===== config.mk =====
export PLATFORM = sky130hd
export DESIGN_NAME = sa_deskew
export DESIGN_NICKNAME = d
export VERILOG_FILES = /design/src/rtl/sa_pkg.sv /design/src/rtl/sa_lane_dly.sv /design/src/rtl/sa_deskew.sv
export SDC_FILE = /design/constraint.sdc
export NUM_CORES = 1
export LEC_CHECK = 0
export BUFFER_PORTS_ARGS = -buffer_cell sky130_fd_sc_hd__buf_4
export CAP_MARGIN = 25
export CORE_ASPECT_RATIO = 1.4
export CORE_MARGIN = 2
export CORE_UTILIZATION = 40
export CTS_BUF_LIST = sky130_fd_sc_hd__clkbuf_4
export CTS_CLUSTER_SIZE = 20
export DETAILED_ROUTE_END_ITERATION = 12
export GPL_TIMING_DRIVEN = 0
export PLACE_DENSITY = 0.74
export SLEW_MARGIN = 40
export SYNTH_ARGS = -nofsm -noshare
export SYNTH_HDL_FRONTEND = slang
export SYNTH_SLANG_ARGS = --single-unit

===== constraint.sdc =====
create_clock -name clk -period 2.4 [get_ports clk]
set_clock_uncertainty 0.15 [all_clocks]
set_input_delay 0.48 -clock clk [delete_from_list [all_inputs] [get_ports clk]]
set_output_delay 0.48 -clock clk [all_outputs]
set_load 0.03 [all_outputs]

===== src/rtl/sa_pkg.sv =====
// Shared systolic-array constants and the per-lane skew depth helper,
// used by both the input skew line and the output deskew block.
package sa_pkg;

    localparam int SA_LANES     = 4;
    localparam int SA_DAT_WIDTH = 16;
    localparam int SA_CNT_WIDTH = 16;

    // Lane i trails lane 0 by i cycles, so it needs LANES-1-i cycles of delay to realign.
    function automatic int lane_dly(input int lane, input int lanes);
        return lanes - 1 - lane;
    endfunction

endpackage


===== src/rtl/sa_lane_dly.sv =====
// Fixed-depth delay line carrying one lane's valid and data together.
// DEPTH=0 degenerates to plain wires.
module sa_lane_dly
    import sa_pkg::*;
#(
    parameter int DEPTH     = 1,
    parameter int DAT_WIDTH = SA_DAT_WIDTH
) (
    input  logic                 clk,
    input  logic                 rst,
    input  logic                 i_vld,
    input  logic [DAT_WIDTH-1:0] i_dat,
    output logic                 o_vld,
    output logic [DAT_WIDTH-1:0] o_dat
);

    generate
        if (DEPTH == 0) begin : g_wire
            logic unused_ctl;
            assign unused_ctl = clk ^ rst;
            assign o_vld      = i_vld;
            assign o_dat      = i_dat;
        end else begin : g_pipe
            logic [DEPTH-1:0]     vld_q;
            logic [DAT_WIDTH-1:0] dat_q [DEPTH];

            always_ff @(posedge clk) begin
                if (rst) begin
                    vld_q <= '0;
                    for (int k = 0; k < DEPTH; k++) begin
                        dat_q[k] <= '0;
                    end
                end else begin
                    vld_q[0] <= i_vld;
                    dat_q[0] <= i_dat;
                    for (int k = 1; k < DEPTH; k++) begin
                        vld_q[k] <= vld_q[k-1];
                        dat_q[k] <= dat_q[k-1];
                    end
                end
            end

            assign o_vld = vld_q[DEPTH-1];
            assign o_dat = dat_q[DEPTH-1];
        end
    endgenerate

endmodule


===== src/rtl/sa_deskew.sv =====
// Realigns the skewed systolic-array result lanes into one vector with a single
// valid, counting good vectors and flagging any break in the skew pattern.
module sa_deskew
    import sa_pkg::*;
#(
    parameter int LANES     = SA_LANES,
    parameter int DAT_WIDTH = SA_DAT_WIDTH,
    parameter int CNT_WIDTH = SA_CNT_WIDTH
) (
    input  logic                       clk,
    input  logic                       rst,
    input  logic [LANES-1:0]           i_dat_vld,
    input  logic [LANES*DAT_WIDTH-1:0] i_dat,
    input  logic                       i_clr,
    output logic                       o_dat_vld,
    output logic [LANES*DAT_WIDTH-1:0] o_dat,
    output logic                       o_err,
    output logic [CNT_WIDTH-1:0]       o_vec_cnt
);

    logic [LANES-1:0]           av;
    logic [LANES*DAT_WIDTH-1:0] aligned;
    logic                       all_vld;
    logic                       mismatch;

    generate
        for (genvar g = 0; g < LANES; g++) begin : g_lane
            sa_lane_dly #(
                .DEPTH     (lane_dly(g, LANES)),
                .DAT_WIDTH (DAT_WIDTH)
            ) u_dly (
                .clk   (clk),
                .rst   (rst),
                .i_vld (i_dat_vld[g]),
                .i_dat (i_dat[g*DAT_WIDTH +: DAT_WIDTH]),
                .o_vld (av[g]),
                .o_dat (aligned[g*DAT_WIDTH +: DAT_WIDTH])
            );
        end
    endgenerate

    assign all_vld  = &av;
    assign mismatch = (|av) & ~all_vld;

    // A partial vector is never emitted; it only raises the sticky error, which beats a clear.
    always_ff @(posedge clk) begin
        if (rst) begin
            o_dat_vld <= 1'b0;
            o_dat     <= '0;
            o_err     <= 1'b0;
            o_vec_cnt <= '0;
        end else begin
            o_dat_vld <= all_vld;
            if (all_vld) begin
                o_dat <= aligned;
            end

            if (mismatch) begin
                o_err <= 1'b1;
            end else if (i_clr) begin
                o_err <= 1'b0;
            end

            if (i_clr) begin
                o_vec_cnt <= '0;
            end else if (all_vld) begin
                o_vec_cnt <= o_vec_cnt + CNT_WIDTH'(1);
            end
        end
    end

endmodule

== Word level (Yosys, flattened, before mapping) ==
Memories as Yosys holds them, arrays and structs flattened. A register that Yosys moved wholly into a read port is not among the register bits.
Index checks and enable logic that the tools add are counted.

* Bits in writable memories: 96
* Input port bits: 71
* Bits in registers: 88
* Logic and storage cells: 35
* Bits in read-only memories: 0
* Memories kept: 3
* Bits in latches: 0

* Shift-type cells: 0
* Mux-type cells: 12
* Divide/modulo/power cells: 0
* $lt $le $gt $ge: 0
* Multipliers: 0
* Reduce and logical (&&, ||, !) cells: 5
* $add $sub $neg: 1
* Bitwise logic cells: 7
* Equality and inequality tests: 0

{| class="wikitable"
|+ Memory list
! name !! words !! bits a word !! rd ports !! clocked after Yosys merged registers in !! wr ports !! RTL line !! source
|-
| g_lane[0].u_dly.g_pipe.dat_q || 3 || 16 || 3 || 1 || 3 || sa_lane_dly.sv:25 || <nowiki>logic [DAT_WIDTH-1:0] dat_q [DEPTH];</nowiki>
|-
| g_lane[1].u_dly.g_pipe.dat_q || 2 || 16 || 2 || 1 || 2 || sa_lane_dly.sv:25 ||
|-
| g_lane[2].u_dly.g_pipe.dat_q || 1 || 16 || 1 || 1 || 1 || sa_lane_dly.sv:25 ||
|}

{| class="wikitable"
|+ Operator list
! kind !! count
|-
| two-way mux 16 bit || 6
|-
| adder 16 x 1 -> 16 bit, second input constant || 1
|-
| OR reduction 16 bit || 1
|-
| two-way mux 1 bit || 6
|-
| OR 1 bit || 5
|-
| AND reduction 4 bit || 1
|-
| OR reduction 4 bit || 1
|-
| nonzero test 2 bit || 1
|-
| OR reduction 2 bit || 1
|-
| AND 1 bit || 1
|-
| NOT 1 bit || 1
|}

== Depth between registers and ports, before layout ==
Gate-level depths: netlist of run 1.

* Depth after elaboration: 4
* Depth in mapped cells: 6

== Modules after synthesis ==
Synthesis of run 1 repeated with hierarchy kept, for this count alone.

* Cells, all modules: 631
* Area, all modules: 6,124.6 µm²

{| class="wikitable"
|+ Modules (own cells, without submodules)
! module !! cells each !! times used !! sequential area each (µm²) !! area each (µm²)
|-
| sa_deskew || 369 || 1 || 1,641.6 || 2,979.1
|-
| sa_lane_dly (g_lane[0].u_dly) || 123 || 1 || 1,021.0 || 1,485.2
|-
| sa_lane_dly (g_lane[1].u_dly) || 87 || 1 || 680.7 || 1,057.3
|-
| sa_lane_dly (g_lane[2].u_dly) || 35 || 1 || 340.3 || 475.5
|-
| sa_lane_dly (g_lane[3].u_dly) || 17 || 1 || 0.0 || 127.6
|}

== Least setup slack after synthesis of run 1 ==
Ideal clock, no wire load.

* Path type: reg-to-reg
* Start point: register o_vec_cnt[4]
* End point: register o_vec_cnt[15]
* Arrival: 1,797 ps
* Library setup time: 70 ps
* Buffers on the path: 0
* Slack: 383 ps
* Clock period less this slack: 2,017 ps
* Stages on the path, launching flop included: 5
* Cells stage by stage: dfxtp_1 nand4_2 or4_4 or3_1 a21oi_1

* Longest elaborated chain between the ends: 1

{| class="wikitable"
|+ RTL lines
! item !! RTL line !! source
|-
| from (decl) || sa_deskew.sv:18 || <nowiki>output logic [CNT_WIDTH-1:0] o_vec_cnt</nowiki>
|-
| from (signal assigned) || sa_deskew.sv:67 || <nowiki>o_vec_cnt <= o_vec_cnt + CNT_WIDTH'(1);</nowiki>
|-
| adder 16 x 1 -> 16 bit || sa_deskew.sv:67 ||
|}

No other way between the ends.
A chain may end at the register's enable or synchronous reset.

== Final worst setup path of run 1 ==
* Start point: register g_lane[2].u_dly.g_pipe.vld_q
* End point: register o_vec_cnt[1]

* Longest elaborated chain between the ends: 1

{| class="wikitable"
|+ RTL lines
! item !! RTL line !! source
|-
| from (decl) || sa_lane_dly.sv:24 || <nowiki>logic [DEPTH-1:0] vld_q;</nowiki>
|-
| from (signal, indexed assignment) || sa_lane_dly.sv:37 || <nowiki>vld_q[k] <= vld_q[k-1];</nowiki>
|-
| AND reduction 4 bit || sa_deskew.sv:42 || <nowiki>assign all_vld = &av;</nowiki>
|}

No other way between the ends.

==> results_dict.tcl, run 1 <==
set metrics [dict create \
    run_status "finished clean" \
    cts.sinks 184 \
    clock.fmax_mhz 474.9 \
    worst_ep_arrival_time_ns 2.43 \
    slew_headroom_pct 56.90 \
    globalRouteTotalUtil_pct 17.58 \
    ys_seq_area_share_pct 64.60 \
    die-height_um 145.3 \
    setup_viol 0 \
    die_area_mm2 0.01524 \
    synth_cells 591 \
    worst-slew-pin-transition_ns 0.6466 \
    finish.instance_area_mm2 0.008005 \
    fp.coreArea_mm2 0.01391 \
    postSynthAreaPerCell_um2 9.648 \
    clk-insertion-delay-late_ns 0.53 \
    place.port_buffers 151 \
    holdCritPathClass "primary input to flop" \
    grt_setup_unrepaired "no" \
    finalMaxSlewViolations 0 \
    die_w_um 104.9 \
    gpl.final_weighted_congestion 0.7558 \
    drv.max_cap_violation_count 0 \
    dr.first_iter.drc_count 119 \
    yosys_register_bits 184 \
    mapped_nets 663 \
    reg2reg_slack_ns 0.29 \
    leakagePower_uw 0.003196 \
    worst-endpoint-required_ns 2.72 \
    htree_num_levels 4 \
    first_global_vias 4309 \
    total_power_density_per_cell_area_mw_per_mm2 627.7 \
    setup.worst_path.end_class "flop" \
    fp-row-count 51 \
    wl_per_cell_um 13.03 \
    num-fill-cells 1218 \
    tritoncts "yes" \
    crit_path_max_fanout 10 \
    worstSetupPathType "flop to flop" \
    synthToLayoutAreaGrowth_pct 40.40 \
    clock-root-buffer "clkbuf_4" \
    cts.hold.buffers_added 67 \
    initial_standard_cell_utilization_of_the_core_pct 40.99 \
    report.power.total_uw 5024 \
    grt_first_pass_wirelength_mm 20.92 \
    postCtsResizedCells 0 \
    pre_cts_setup_slack_ns -0.02373 \
    antenna_violating_nets_post_route 0 \
    timing.critical_path.from_type "flop" \
    wl_mm 13.38 \
    place.detailed.hpwl_mm 9.011 \
    detailedRoute.firstPassIterationCount 4 \
    startpoint "g_lane[2].u_dly.o_vld" \
    number_of_nets_in_the_layout 900 \
    timing.rr.start "g_lane[2].u_dly.o_vld" \
    finalWorstPathRequiredPeriod_ns 2.106 \
    globalRoute.totalOverflow 0 \
    synthesis.area_mm2 0.005702 \
    drt_drc_violations_left 0 \
    cts_made_buffers 17 \
    count_of_pins_on_the_block_boundary 153 \
    drive_gt1_share_pct 22.35 \
    max-clock-path-buffers 2 \
    hold_start "i_clr" \
    post_drt_via_cell_ratio 4.402 \
    antenna_violations_before_repair 1 \
    period_share_pct 87.74 \
    yosys_warning_count 0 \
    finalWorstSetupSlack_ns 0.2942 \
    peakVddDrop_uv 307.3 \
    yosysUniqueCellTypes 27 \
    post_cts_clock_slew_at_the_launch_and_capture_registers_of_the_worst_setup_and_hold_paths_ns 0.14 \
    route.vias.total 4521 \
    maximum_number_of_pins_on_one_net_before_global_route_repair 17 \
    postCtsSetupRepairBufs 0 \
    dpl_cell_area_mm2 0.007067 \
    timing_hold_violations_final 0 \
]
final timing paths:
check	cells past startpoint	to
worst min-delay path	4	o_vec_cnt[14]
worst max-delay path	6	o_vec_cnt[1]
worst min register to register	2	o_dat[40]
worst max register to register	6	o_vec_cnt[1]
metal layers:
metal / part of all wire (%) / wire [um] / track usage, %
met1: 40 / 5391 / 18.68
met2: 52 / 7024 / 31.85
met3: 4.8 / 644 / 4.942
met4: 2.4 / 321 / 7.933
met5: 0 / 0 / 0
metrics by stage:
| stage | util, % | cells | hold WS [ns] | TNS, ns |
|---|---|---|---|---|
| 2_1_floorplan | - | 591 | 0.2638 | 0 |
| 3_3_place_gp | 50.80 | 927 | 0.2665 | 0 |
| 3_5_place_dp | 50.80 | 927 | 0.2704 | -0.1018 |
| 4_1_cts | 57.53 | 1026 | 0.01613 | 0 |
| 5_1_grt | 57.55 | 1027 | 0.01720 | 0 |
| 6_report | 57.55 | 1027 | 0.08826 | 0 |
where the power goes:
group	total [uW]	switching, uW	internal [uW]	leakage (uW)
Sequential	3150	17.1	3130	0.00150
Combinational	304	112	192	0.00156
Clock	1570	1030	546	0.000137
final cells by class:
| cell class | count | area [um2] | share of cell area, % |
|---|---|---|---|
| diodes | 1 | 2.502 | 0.03126 |
| repair buffers | 218 | 1804 | 22.54 |
| plain buffers | 37 | 140.1 | 1.751 |
| clock inverters | 13 | 122.6 | 1.532 |
| flip-flops and latches | 184 | 3684 | 46.01 |
| clock buffers | 19 | 142.6 | 1.782 |
| multi-input cells | 368 | 1871 | 23.37 |
| well taps | 185 | 231.5 | 2.892 |
| inverters | 2 | 7.507 | 0.09378 |
placed cells by master (no fill, tap or decap), types with 6 or more instances in the layout:
cell type,netlist,layout
dfxtp_1,184,184
buf_4,0,151
nand2_1,138,138
nor2b_1,102,102
a21oi_1,71,71
dlygate4sd3_1,0,67
clkbuf_1,30,30
clkbuf_4,0,19
nor2_1,13,13
buf_1,6,6
nand3_1,6,6
cells by family after synthesis:
group	synth area share [%]
fa+ha+maj	0.2194
flops	64.60
buf+inv	2.589
compound gates	6.583
xor+xnor	1.382
mux	0.1756
simple gates	24.45
synth_stat cells, drive strengths merged:
master	count	area share [%]
nor2b	102	11
dfxtp	184	65
nor3	3	0.26
xor2	4	0.61
or4	2	0.33
o21ai	4	0.35
nor4	3	0.33
clkbuf	30	2.0
or3	5	0.55
nor2	13	0.86
a21oi	71	6.2
ha	1	0.22
nand3	6	0.53
and2	1	0.11
or2	2	0.22
buf	7	0.48
nand4	4	0.55
mux2i	1	0.18
and3	1	0.11
inv	2	0.13
nand2	138	9.1
and4	2	0.33
xnor2	5	0.77
sequential cells by signal, indices dropped and copies added, names as in the netlist:
signal and cells:
g_lane.u_dly.g_pipe.dat_q 96, o_dat 64, o_vec_cnt 16, g_lane.u_dly.g_pipe.vld_q 5, o_dat_vld 1, o_err 1
g_lane.u_dly.o_vld 1
worst max-delay path, cell delays in order, from the launching register on:
cell	delay, ns
dfxtp_1	0.35
nand4_1	0.12
buf_2	0.21
buf_1	0.47
buf_1	0.49
nand2_1	0.11
a21oi_1	0.16
No activity file was read; power rests on OpenSTA's default activity.
==> run 2, diff against run 1 <==
--- a/config.mk
+++ b/config.mk
@@ -14,7 +14,7 @@
 export CTS_CLUSTER_SIZE = 20
 export DETAILED_ROUTE_END_ITERATION = 12
 export GPL_TIMING_DRIVEN = 0
-export PLACE_DENSITY = 0.74
+export PLACE_DENSITY = 0.61
 export SLEW_MARGIN = 40
 export SYNTH_ARGS = -nofsm -noshare
 export SYNTH_HDL_FRONTEND = slang
==> run 2 against run 1 <==
  * Sequential power hardly changed
  * Die area is the same
  * First-iteration DRC count rose by 10%
  * Flip-flop and latch count unchanged
  * Combinational power fell by 3%
  * Critical path type unchanged
  * Cell area barely moved
  * Worst setup slack got worse by 0.031 ns
  * Sequential share of layout area barely moved
==> results_dict.tcl, run 2 (same netlist as run 1, synthesis figures left out) <==
set metrics [dict create \
    initial_standard_cell_utilization_of_the_core_pct 40.99 \
    clock.fmax_mhz 468.1 \
    multi_input_combinational_cell_area_mm2 0.001871 \
    drt_drc_violations_left 0 \
    timing.critical_path.from_type "flop" \
    run_status "finished clean" \
    wl_mm 12.84 \
    setup.worst_path.end_class "flop" \
    hold_start "i_dat[62]" \
    drive_gt1_share_pct 22.29 \
    postCtsSetupRepairBufs 0 \
    slew_headroom_pct 62.59 \
    most_common_cell_after_layout_fill_and_taps_aside "dfxtp_1" \
    period_share_pct 89.01 \
    finish.instance_area_mm2 0.008006 \
    count_of_pins_on_the_block_boundary 153 \
    die_w_um 104.9 \
    cts_made_buffers 17 \
    worst-slew-pin-transition_ns 0.5612 \
    number_of_nets_in_the_layout 898 \
    total_power_density_per_cell_area_mw_per_mm2 639.3 \
    synthToLayoutAreaGrowth_pct 40.42 \
    post_drt_via_cell_ratio 4.413 \
    grt_setup_unrepaired "no" \
    peakVddDrop_uv 335.9 \
    detailedRoute.firstPassIterationCount 4 \
    first_global_vias 4423 \
    tritoncts "yes" \
    reg.largest.list "g_lane.u_dly.g_pipe.dat_q x96, o_dat x64, o_vec_cnt x16" \
    share_of_the_core_filled_with_cells_pct 57.56 \
    cts.sinks 184 \
    antenna_violations_before_repair 1 \
    path_cells "nand4_1 > buf_2 > buf_1 > buf_1 > nand2_1 > a21oi_1" \
    gpl.final_weighted_congestion 0.8316 \
    dpl_cell_area_mm2 0.007067 \
    drv.max_cap_violation_count 0 \
    die-height_um 145.3 \
    grt_first_pass_wirelength_mm 20.86 \
    finalWorstPathRequiredPeriod_ns 2.136 \
    place.detailed.hpwl_mm 9.251 \
    worst_hold_path.endpoint "o_dat[62]" \
    fp-row-count 51 \
    worstSetupPathType "flop to flop" \
    post_cts_clock_slew_at_the_launch_and_capture_registers_of_the_worst_setup_and_hold_paths_ns 0.13 \
    postCtsResizedCells 0 \
    regMostFlops "g_lane.u_dly.g_pipe.dat_q" \
    timing.rr.start "g_lane[1].u_dly.g_pipe.vld_q[1]" \
    worst-endpoint-required_ns 2.70 \
    htree_num_levels 4 \
    die_area_mm2 0.01524 \
    finalMaxSlewViolations 0 \
    holdCritPathClass "primary input to flop" \
    finalSetupTns_ns 0 \
    setup_viol 0 \
    crit_path_frequent_cell "buf_1" \
    globalRouteTotalUtil_pct 17.21 \
    crit_buf_inv 3 \
    crit_slowest_cell "buf_1" \
    pre_cts_setup_slack_ns -0.06136 \
    finalWorstSetupSlack_ns 0.2636 \
    clock-root-buffer "clkbuf_4" \
    min_delay_path_depth 3 \
    wl_per_cell_um 12.53 \
    timing_hold_violations_final 0 \
    layout.cells.most_common_list "184 x dfxtp_1, 151 x buf_4, 138 x nand2_1, 102 x nor2b_1, 71 x a21oi_1" \
    largest_register_ffs 96 \
    maximum_number_of_pins_on_one_net_before_global_route_repair 17 \
    route.vias.total 4523 \
    num-fill-cells 1267 \
    reg2reg_slack_ns 0.26 \
    crit_path_max_fanout 10 \
    regToRegEndpoint "o_dat[17]" \
    max_stage_delay_ns 0.50 \
    antenna_violating_nets_post_route 0 \
    dr.first_iter.drc_count 131 \
    critical-path-top-delay-family "buffers and inverters" \
    report.power.total_uw 5119 \
    place.port_buffers 151 \
    worst_ep_arrival_time_ns 2.43 \
    r2r.worst_path.cells 6 \
    leakagePower_uw 0.003205 \
    max-clock-path-buffers 2 \
    cp.depth 6 \
    fp.coreArea_mm2 0.01391 \
    clk-insertion-delay-late_ns 0.52 \
    layout.area.seq_mm2 0.003684 \
    globalRoute.totalOverflow 0 \
]
[run 2: worst max path at each step]
stage                                                from             to  slack (ns)
after floorplan                              o_vec_cnt[4]  o_vec_cnt[15]        0.38
after global placement                       i_dat_vld[3]       o_dat[5]       -0.01
after detailed placement                     i_dat_vld[3]      o_dat[17]       -0.06
after CTS                 g_lane[1].u_dly.g_pipe.vld_q[1]      o_dat[17]        0.18
after global routing                g_lane[2].u_dly.o_vld      o_dat[17]         0.1
final                     g_lane[1].u_dly.g_pipe.vld_q[1]      o_dat[17]        0.26
[run 2: cell type report]
class                      instances  share of cell area [%]
sequential                       184                   46.01
clock inverter                    13                   1.797
buffer                            37                   1.750
antenna                            1                 0.03125
tap                              185                   2.891
multi-input combinational        368                   23.36
timing repair buffer             216                   22.28
clock buffer                      19                   1.782
inverter                           2                 0.09376
[run 2: per-stage QoR]
step | std cells | hold slack, ns
4_1_cts | 1020 | 0.0004234
6_report | 1025 | 0.06292
3_5_place_dp | 927 | 0.2704
3_3_place_gp | 927 | 0.2679
5_1_grt | 1025 | 0.001183
2_1_floorplan | 591 | 0.2638
[run 2: what timing repair did]
action | in CTS | in global routing
hold endpoints to repair | 61 | 4
setup endpoints to repair | 0 | 0
hold buffers | 61 | 4
[run 2: power by group]
group	switching, uW	internal [uW]	total, uW
Combinational	106	190	296
Sequential	18.0	3130	3150
Clock	1020	656	1670
[run 2: tightest hold or removal path, cell delays in order]
cell	delay, ns
buf_4	0.11
nand2_1	0.05
a21oi_1	0.05
[run 2: metal layers]
layer | up-vias | part of all wire (%) | global-route usage, %
met5 | - | 0 | 0
met1 | 2047 | 39 | 17.85
met4 | 0 | 1.4 | 5.667
met3 | 12 | 4.6 | 4.492
li1 | 2349 | - | -
met2 | 115 | 55 | 32.92
